### src/rtl/rocc_mem_pkg.sv
// Shared constants for the accelerator memory-port arbiter: HellaCache command/size codes
// and default port widths.
package rocc_mem_pkg;

  localparam logic [4:0] M_XRD = 5'h0;
  localparam logic [4:0] M_XWR = 5'h1;
  localparam logic [2:0] MT_D  = 3'h3;

  localparam int unsigned DEF_TAG_W  = 10;
  localparam int unsigned DEF_ADDR_W = 40;
  localparam int unsigned DEF_DATA_W = 64;

  // Wide enough for MAX_OUT up to 15.
  localparam int unsigned CNT_W = 4;

endpackage

### src/rtl/rr_arbiter.sv
// Round-robin picker: grants the first asserted request at or after ptr, wrapping modulo N.
module rr_arbiter #(
  parameter int unsigned N     = 2,
  parameter int unsigned IDX_W = 1
) (
  input  logic [N-1:0]     req,
  input  logic [IDX_W-1:0] ptr,
  output logic [N-1:0]     grant,
  output logic [IDX_W-1:0] grant_idx,
  output logic             valid
);

  always_comb begin
    grant     = '0;
    grant_idx = '0;
    valid     = 1'b0;
    for (int unsigned k = 0; k < N; k++) begin
      // j is a constant per unrolled iteration, so the match is a plain compare.
      for (int unsigned j = 0; j < N; j++) begin
        if (!valid && req[j] && ((32'(ptr) + k) % N) == j) begin
          valid     = 1'b1;
          grant[j]  = 1'b1;
          grant_idx = IDX_W'(j);
        end
      end
    end
  end

endmodule

### src/rtl/rocc_mem_arbiter.sv
// Shares one accelerator memory port among NUM_REQ requesters with round-robin grant,
// per-requester in-flight credit, and tag-indexed response steering.
module rocc_mem_arbiter
  import rocc_mem_pkg::*;
#(
  parameter int unsigned NUM_REQ   = 2,
  parameter int unsigned TAG_W     = DEF_TAG_W,
  parameter int unsigned IDX_W     = 2,
  parameter int unsigned SRC_TAG_W = TAG_W - IDX_W,
  parameter int unsigned ADDR_W    = DEF_ADDR_W,
  parameter int unsigned DATA_W    = DEF_DATA_W,
  parameter int unsigned MAX_OUT   = 4
) (
  input  logic                          clk,
  input  logic                          reset,
  input  logic [NUM_REQ-1:0]            req_valid,
  output logic [NUM_REQ-1:0]            req_ready,
  input  logic [NUM_REQ*ADDR_W-1:0]     req_addr,
  input  logic [NUM_REQ*SRC_TAG_W-1:0]  req_tag,
  input  logic [NUM_REQ*5-1:0]          req_cmd,
  input  logic [NUM_REQ*3-1:0]          req_typ,
  input  logic [NUM_REQ*DATA_W-1:0]     req_data,
  output logic                          mem_req_valid,
  input  logic                          mem_req_ready,
  output logic [ADDR_W-1:0]             mem_req_addr,
  output logic [TAG_W-1:0]              mem_req_tag,
  output logic [4:0]                    mem_req_cmd,
  output logic [2:0]                    mem_req_typ,
  output logic [DATA_W-1:0]             mem_req_data,
  output logic                          mem_req_phys,
  input  logic                          mem_resp_valid,
  input  logic [TAG_W-1:0]              mem_resp_tag,
  input  logic [DATA_W-1:0]             mem_resp_data,
  output logic [NUM_REQ-1:0]            resp_valid,
  output logic [SRC_TAG_W-1:0]          resp_tag,
  output logic [DATA_W-1:0]             resp_data,
  output logic                          busy,
  output logic                          err
);

  logic [CNT_W-1:0]     out_cnt_q [NUM_REQ];
  logic [CNT_W-1:0]     out_cnt_d [NUM_REQ];
  logic [IDX_W-1:0]     rr_ptr_q, rr_ptr_d;
  logic                 err_q, err_d;
  logic [NUM_REQ-1:0]   eligible, grant;
  logic [IDX_W-1:0]     grant_idx;
  logic                 fire;
  logic [IDX_W-1:0]     resp_idx;
  logic [SRC_TAG_W-1:0] src_tag;

  always_comb begin
    for (int unsigned i = 0; i < NUM_REQ; i++) begin
      eligible[i] = req_valid[i] && (out_cnt_q[i] < CNT_W'(MAX_OUT));
    end
  end

  rr_arbiter #(
    .N     (NUM_REQ),
    .IDX_W (IDX_W)
  ) u_rr_arbiter (
    .req       (eligible),
    .ptr       (rr_ptr_q),
    .grant     (grant),
    .grant_idx (grant_idx),
    .valid     (mem_req_valid)
  );

  assign fire         = mem_req_valid && mem_req_ready;
  assign req_ready    = grant & {NUM_REQ{mem_req_ready}};
  assign mem_req_phys = 1'b1;
  assign mem_req_tag  = {grant_idx, src_tag};

  // One-hot grant, so an OR of masked fields is the mux.
  always_comb begin
    mem_req_addr = '0;
    src_tag      = '0;
    mem_req_cmd  = '0;
    mem_req_typ  = '0;
    mem_req_data = '0;
    for (int unsigned i = 0; i < NUM_REQ; i++) begin
      if (grant[i]) begin
        mem_req_addr = mem_req_addr | req_addr[i*ADDR_W +: ADDR_W];
        src_tag      = src_tag | req_tag[i*SRC_TAG_W +: SRC_TAG_W];
        mem_req_cmd  = mem_req_cmd | req_cmd[i*5 +: 5];
        mem_req_typ  = mem_req_typ | req_typ[i*3 +: 3];
        mem_req_data = mem_req_data | req_data[i*DATA_W +: DATA_W];
      end
    end
  end

  assign resp_idx  = mem_resp_tag[TAG_W-1 -: IDX_W];
  assign resp_tag  = mem_resp_tag[SRC_TAG_W-1:0];
  assign resp_data = mem_resp_data;

  always_comb begin
    err_d    = err_q;
    rr_ptr_d = rr_ptr_q;
    if (fire) begin
      rr_ptr_d = (grant_idx == IDX_W'(NUM_REQ - 1)) ? '0 : grant_idx + 1'b1;
    end
    if (mem_resp_valid && 32'(resp_idx) >= NUM_REQ) begin
      err_d = 1'b1;
    end
    for (int unsigned i = 0; i < NUM_REQ; i++) begin
      resp_valid[i] = mem_resp_valid && (resp_idx == IDX_W'(i));
      out_cnt_d[i]  = out_cnt_q[i];
      // A response with no credit outstanding is forwarded but never drives the count below 0.
      if (resp_valid[i] && out_cnt_q[i] == '0) begin
        err_d = 1'b1;
      end
      if (fire && grant[i] && !(resp_valid[i] && out_cnt_q[i] != '0)) begin
        out_cnt_d[i] = out_cnt_q[i] + 1'b1;
      end else if (!(fire && grant[i]) && resp_valid[i] && out_cnt_q[i] != '0) begin
        out_cnt_d[i] = out_cnt_q[i] - 1'b1;
      end
    end
  end

  always_comb begin
    busy = |req_valid;
    for (int unsigned i = 0; i < NUM_REQ; i++) begin
      busy = busy || (out_cnt_q[i] != '0);
    end
  end

  always_ff @(posedge clk) begin
    if (reset) begin
      rr_ptr_q <= '0;
      err_q    <= 1'b0;
      for (int unsigned i = 0; i < NUM_REQ; i++) begin
        out_cnt_q[i] <= '0;
      end
    end else begin
      rr_ptr_q <= rr_ptr_d;
      err_q    <= err_d;
      for (int unsigned i = 0; i < NUM_REQ; i++) begin
        out_cnt_q[i] <= out_cnt_d[i];
      end
    end
  end

  assign err = err_q;

endmodule

### config.mk
export PLATFORM = sky130hd
export DESIGN_NAME = rocc_mem_arbiter
export DESIGN_NICKNAME = d
export VERILOG_FILES = /design/src/rtl/rocc_mem_pkg.sv /design/src/rtl/rr_arbiter.sv /design/src/rtl/rocc_mem_arbiter.sv
export SDC_FILE = /design/constraint.sdc
export NUM_CORES = 1
export LEC_CHECK = 0
export CAP_MARGIN = 20
export CELL_PAD_IN_SITES_DETAIL_PLACEMENT = 0
export CELL_PAD_IN_SITES_GLOBAL_PLACEMENT = 2
export CORE_AREA = 2 2 205 207
export DETAILED_ROUTE_END_ITERATION = 16
export DIE_AREA = 0 0 207 209
export GPL_TIMING_DRIVEN = 1
export PLACE_DENSITY = 0.8
export SETUP_SLACK_MARGIN = 0.4
export SLEW_MARGIN = 20
export SYNTH_ARGS = -nofsm -noshare
export SYNTH_HDL_FRONTEND = slang
export SYNTH_SLANG_ARGS = --single-unit
export TNS_END_PERCENT = 30
### constraint.sdc
create_clock -name clk -period 2.7 [get_ports clk]
set_clock_uncertainty 0.05 [all_clocks]
set_input_delay 0.54 -clock clk [delete_from_list [all_inputs] [get_ports clk]]
set_output_delay 0.54 -clock clk [all_outputs]
set_load 0.01 [all_outputs]
# Word-level counts from Yosys, hierarchy flattened
# Memories as Yosys holds them, arrays and structs flattened.
# Cells that the tools add are included.
classes:
  addsub: 6
  magnitude_cmp: 3
  eq_ne: 2
  muxes: 33
  n_bitwise: 8
  n_reduce_logical: 43
op_table:
  columns: ["cell", "count"]
  rows:
  - ["$mux W64", 2]
  - ["$mux W40", 2]
  - ["$logic_not A32 Y1", 2]
  - ["$or A64 B64 Y64", 1]
  - ["$or A40 B40 Y40", 1]
  - ["$logic_and A1 B1 Y1", 25]
  - ["$mux W4", 6]
  - ["$mux W1", 17]
  - ["$mux W8", 2]
  - ["$mux W5", 2]
  - ["$add A4 B1 Y4 const B", 2]
  - ["$logic_not A4 Y1", 2]
  - ["$lt A4 B3 Y1 const B", 2]
  - ["$or A8 B8 Y8", 1]
  - ["$reduce_bool A4 Y1", 2]
  - ["$sub A4 B1 Y4 const B", 2]
  - ["$logic_not A1 Y1", 7]
  - ["$mux W3", 2]
  - ["$or A5 B5 Y5", 1]
  - ["$eq A2 B1 Y1 const B", 2]
  - ["$or A3 B3 Y3", 1]
  - ["$reduce_bool A3 Y1", 1]
  - ["$add A1 B1 Y1 const B", 2]
  - ["$and A2 B2 Y2", 1]
  - ["5 further kinds", 7]
word_totals:
  reg_bits: 2
  ramBits: 8
  output_inout_bits: 202
  elab_cells: 98
  n_memories: 1
mem_list:
  columns: ["name", "depth", "word_bits", "read_ports", "rd_ports_with_merged_regs", "write_ports", "line", "rtl"]
  rows:
  - ["out_cnt_q", 2, 4, 2, 0, 2, "rocc_mem_arbiter.sv:41", "logic [CNT_W-1:0] out_cnt_q [NUM_REQ];"]

# Logic depth before layout (Yosys ltp)
# An unclocked memory read counts as a cell.
depth:
  word_depth: 25
  depth_mapped: 10

# Hierarchy
# From an unflattened synthesis, not the netlist that was laid out.
unflattened:
  cells_unflattened: 310
  area_unflattened_um2: 2478.6
modules_own_cells:
  columns: ["mod", "instances", "cells_per_inst", "area_per_inst_um2"]
  rows:
  - ["rocc_mem_arbiter", 1, 303, 2434.8]
  - ["rr_arbiter", 1, 7, 43.8]

# Least setup slack after synthesis
# Ideal clock, no wire load.
synth_path:
  kind: "input to register"
  start: "input port mem_req_ready"
  end: "memory out_cnt_q[0][3]"
  setup_ps: 62
  t_arrival_ps: 2551
  required_ps: 2588
  setup_slack_ps: 37
  path_stages: 8
  n_path_buf: 0
  cell_sequence: "or4bb_1 a221oi_2 inv_2 ha_1 a21oi_1 nand2_1 or4b_1 nand3_1"
synth_rtl:
  columns: ["element", "line", "rtl"]
  rows:
  - ["start: declaration", "rocc_mem_arbiter.sv:24", "input logic mem_req_ready,"]
  - ["end: declaration", "rocc_mem_arbiter.sv:41", null]

==> impl_metrics.sql <==
INSERT INTO impl_metrics (metric_group, metric, value, unit) VALUES
('logic_synthesis', 'post_synthesis_net_count', '638', ''),
('floorplan', 'num_rows', '75', ''),
('clock_network', 'cts-buffers-inserted', '3', ''),
('logic_synthesis', 'most_used_standard_cell_by_instance_count_after_synthesis', 'sky130_fd_sc_hd__a22o_1', ''),
('clock_network', 'clock_tree_from_tritoncts', 'yes', ''),
('floorplan', 'floorplan.initialDensity', '0.06103', ''),
('global_routing', 'number_of_antenna_violations_at_the_first_check_in_global_routing', '0', ''),
('clock_network', 'cts_htree_levels', '1', ''),
('global_routing', 'gr-max-usage-layer', 'met2', ''),
('timing', 'tns', '0', 'ns'),
('logic_synthesis', 'synthTopCellsByCount', 'sky130_fd_sc_hd__a22o_1 (120), sky130_fd_sc_hd__buf_4 (74), sky130_fd_sc_hd__clkbuf_1 (18)', ''),
('clock_network', 'clkTransAtPathRegs', '0.04', 'ns'),
('global_routing', 'globalRouteOverflowTotal', '0', ''),
('worst_setup_path', 'crit_type', 'flop to output pin', ''),
('timing', 'worst_slew_pin_slew', '0.5072', 'ns'),
('clock_network', 'clock_latency', '0.24', 'ns'),
('logic_synthesis', 'synth_area_leaders', 'sky130_fd_sc_hd__a22o_1 (42%), sky130_fd_sc_hd__buf_4 (22%), sky130_fd_sc_hd__dfxtp_1 (7.9%)', ''),
('global_routing', 'pin_count_of_the_biggest_net_entering_global_routing', '32', ''),
('placement', 'placedInstanceArea', '6852', 'µm²'),
('logic_synthesis', 'synth_top_area_frac', '0.4171', ''),
('timing', 'final.min_clock_period', '2.594', 'ns'),
('floorplan', 'core_area', '41290', 'µm²'),
('logic_synthesis', 'post-synth-top-area-cell', 'sky130_fd_sc_hd__a22o_1', ''),
('route', 'wirelength', '22800', 'µm'),
('finish', 'num-nets-final', '1002', ''),
('timing', 'hold_violations', '0', ''),
('finish', 'postLayoutCellArea', '7550', 'µm²'),
('floorplan', 'dieArea', '43260', 'µm²'),
('global_routing', 'grt_pass1_wl', '30370', 'µm'),
('logic_synthesis', 'count_of_unique_library_cells_instantiated_by_yosys', '42', ''),
('pwr', 'peakVddDrop', '0.1919', 'mV'),
('floorplan', 'io_pins', '522', ''),
('global_routing', 'via_count_of_the_first_global_routing_pass', '4314', ''),
('logic_synthesis', 'postSynthRegisterBits', '10', ''),
('timing', 'slew_headroom', '0.6598', ''),
('placement', 'placement_setup_slack', '-0.5577', 'ns'),
('timing', 'fmax', '0.3855', 'GHz'),
('finish', 'filler_cells_inserted', '4617', ''),
('clock_network', 'tritoncts_num_sinks', '10', ''),
('hold_path', 'worst_hold_path_type', 'flop to flop', ''),
('logic_synthesis', 'syn_inst', '312', ''),
('finish', 'final-instance-count-excl-fill', '1214', ''),
('clock_network', 'cts_root_buffer', 'sky130_fd_sc_hd__clkbuf_16', ''),
('logic_synthesis', 'synth-seq-area-share', '0.07944', ''),
('placement', 'dp_cells', '1174', ''),
('route', 'viasPerCell', '3.368', ''),
('floorplan', 'chipHeight', '209', 'µm'),
('pwr', 'power_density', '548.8', 'nW/µm²'),
('global_routing', 'grt.met3_usage', '0.02901', ''),
('floorplan', 'die_width', '207', 'µm'),
('logic_synthesis', 'post_synth_instance_area', '2520', 'µm²'),
('route', 'drt_wl_cell', '18.78', 'µm'),
('timing', 'timing.final.ws_setup', '0.1057', 'ns'),
('route', 'dr_total_vias', '4089', ''),
('finish', 'layout-area-overhead-vs-synth', '199.6', '%'),
('outcome', 'run_status', 'complete, no violations', ''),
('worst_setup_path', 'setup.worst_path.start_class', 'flop', ''),
('logic_synthesis', 'synth-warning-count', '0', ''),
('pwr', 'power.static_leakage', '3.146', 'nW'),
('logic_synthesis', 'async_reset_ff_frac', '0', ''),
('route', 'final_antenna_net_count', '0', ''),
('worst_setup_path', 'worst-endpoint-required', '2.11', 'ns'),
('logic_synthesis', 'synth-main-ff-cell', 'sky130_fd_sc_hd__dfxtp_1', ''),
('clock_network', 'max-clock-path-buffers', '2', ''),
('global_routing', 'met2_usage', '0.1617', ''),
('worst_setup_path', 'worstPathMaxFanout', '5', ''),
('global_routing', 'track_usage', '0.09699', ''),
('finish', 'antenna-diode-count', '0', ''),
('finish', 'post_route_cells_drive_above_1_share', '0.3230', ''),
('timing', 'fin_crit_sh', '0.9609', ''),
('worst_setup_path', 'setup.worst_path.end_class', 'output pin', '');
metal layers:
metal  routed length, µm  share of wire
met5                   0              0
met4                1418          0.062
met3                1952          0.086
met2               10580           0.46
met1                8846           0.39
placed cells by master, fill, tap and decap left out, types with 2 or more instances in the layout:
cell type / synthesis / routed
sky130_fd_sc_hd__conb_1: 2 / 2
sky130_fd_sc_hd__buf_16: 0 / 14
sky130_fd_sc_hd__or4_1: 3 / 3
sky130_fd_sc_hd__dfxtp_4: 0 / 2
sky130_fd_sc_hd__inv_2: 1 / 2
sky130_fd_sc_hd__buf_8: 0 / 8
sky130_fd_sc_hd__mux2i_1: 3 / 3
sky130_fd_sc_hd__ha_1: 4 / 2
sky130_fd_sc_hd__a21oi_1: 7 / 5
sky130_fd_sc_hd__nand2_1: 11 / 9
sky130_fd_sc_hd__clkdlybuf4s15_1: 0 / 27
sky130_fd_sc_hd__buf_2: 9 / 42
sky130_fd_sc_hd__clkbuf_16: 0 / 5
sky130_fd_sc_hd__xor2_1: 2 / 2
sky130_fd_sc_hd__buf_12: 0 / 18
sky130_fd_sc_hd__ha_4: 0 / 2
sky130_fd_sc_hd__a22o_1: 120 / 114
sky130_fd_sc_hd__nor2_1: 5 / 4
sky130_fd_sc_hd__nor3_1: 3 / 3
sky130_fd_sc_hd__a22o_4: 0 / 6
sky130_fd_sc_hd__and3b_1: 2 / 2
sky130_fd_sc_hd__dfxtp_1: 10 / 7
sky130_fd_sc_hd__dlymetal6s2s_1: 0 / 2
sky130_fd_sc_hd__clkdlybuf4s15_2: 0 / 11
sky130_fd_sc_hd__buf_4: 74 / 38
sky130_fd_sc_hd__clkdlybuf4s50_1: 0 / 246
sky130_fd_sc_hd__nand3_1: 5 / 4
sky130_fd_sc_hd__buf_6: 2 / 30
sky130_fd_sc_hd__o21ai_0: 3 / 3
sky130_fd_sc_hd__inv_1: 4 / 2
sky130_fd_sc_hd__dlygate4sd2_1: 0 / 4
sky130_fd_sc_hd__clkbuf_2: 0 / 19
where the power goes:
part / internal (mW) / switching (mW) / leakage, nW
sequential: 0.182 / 0.0468 / 0.0840
combinational: 2.08 / 1.53 / 3.02
clock: 0.223 / 0.0762 / 0.0442
layout make-up:
type                            count  area [µm²]  share of cell area
Inverter                            5       21.27            0.002817
Clock buffer                        4       88.84             0.01177
Timing Repair Buffer              462        4793              0.6349
Multi-Input combinational cell    194        1763              0.2335
Tap cell                          539       674.4             0.08933
Sequential cell                    10       209.0             0.02768
what timing repair did:
item,in CTS,in global routing
buffers inserted,16,5
pin swaps,27,12
gates cloned,13,2
resized for setup,395,81
endpoints found under the setup margin,134,133
registers in the layout, summed over array words and instances (netlist names):
register   cells
out_cnt_q      8
rr_ptr_q       1
err            1
path summary, 6_finish.rpt:
check / end / cells past startpoint
setup / recovery: mem_req_data[17] / 9
hold / removal: err / 2
setup reg to reg: out_cnt_q[0][3] / 9
hold reg to reg: err / 2
critical path: stages (launching register included):
cell and delay [ns]:
sky130_fd_sc_hd__dfxtp_4 0.36, sky130_fd_sc_hd__nor4b_4 0.34, sky130_fd_sc_hd__nor2_4 0.06, sky130_fd_sc_hd__buf_12 0.13
sky130_fd_sc_hd__buf_12 0.13, sky130_fd_sc_hd__buf_12 0.14, sky130_fd_sc_hd__buf_16 0.14, sky130_fd_sc_hd__buf_6 0.11
sky130_fd_sc_hd__a22o_1 0.20, sky130_fd_sc_hd__buf_2 0.15
per-stage QoR:
step           utilization  hold slack [ns]
6_report            0.1828           0.3915
5_1_grt             0.1828           0.4390
4_1_cts             0.1819           0.3958
3_5_place_dp        0.1659           0.3884
3_3_place_gp        0.1659           0.3860
2_1_floorplan            -           0.4196
kinds of logic after synthesis:
logic type,count (synthesis),synth area share
other,2,0.002980
AND/OR/NAND/NOR,41,0.1063
multiplexers,4,0.01639
buffers and inverters,108,0.2815
flip-flops,10,0.07944
XOR/XNOR,3,0.01341
adder cells (fa/ha/maj),6,0.03575
AO/OA/AOI/OAI,138,0.4642
Note: power is estimated with default switching activity, not from simulation.
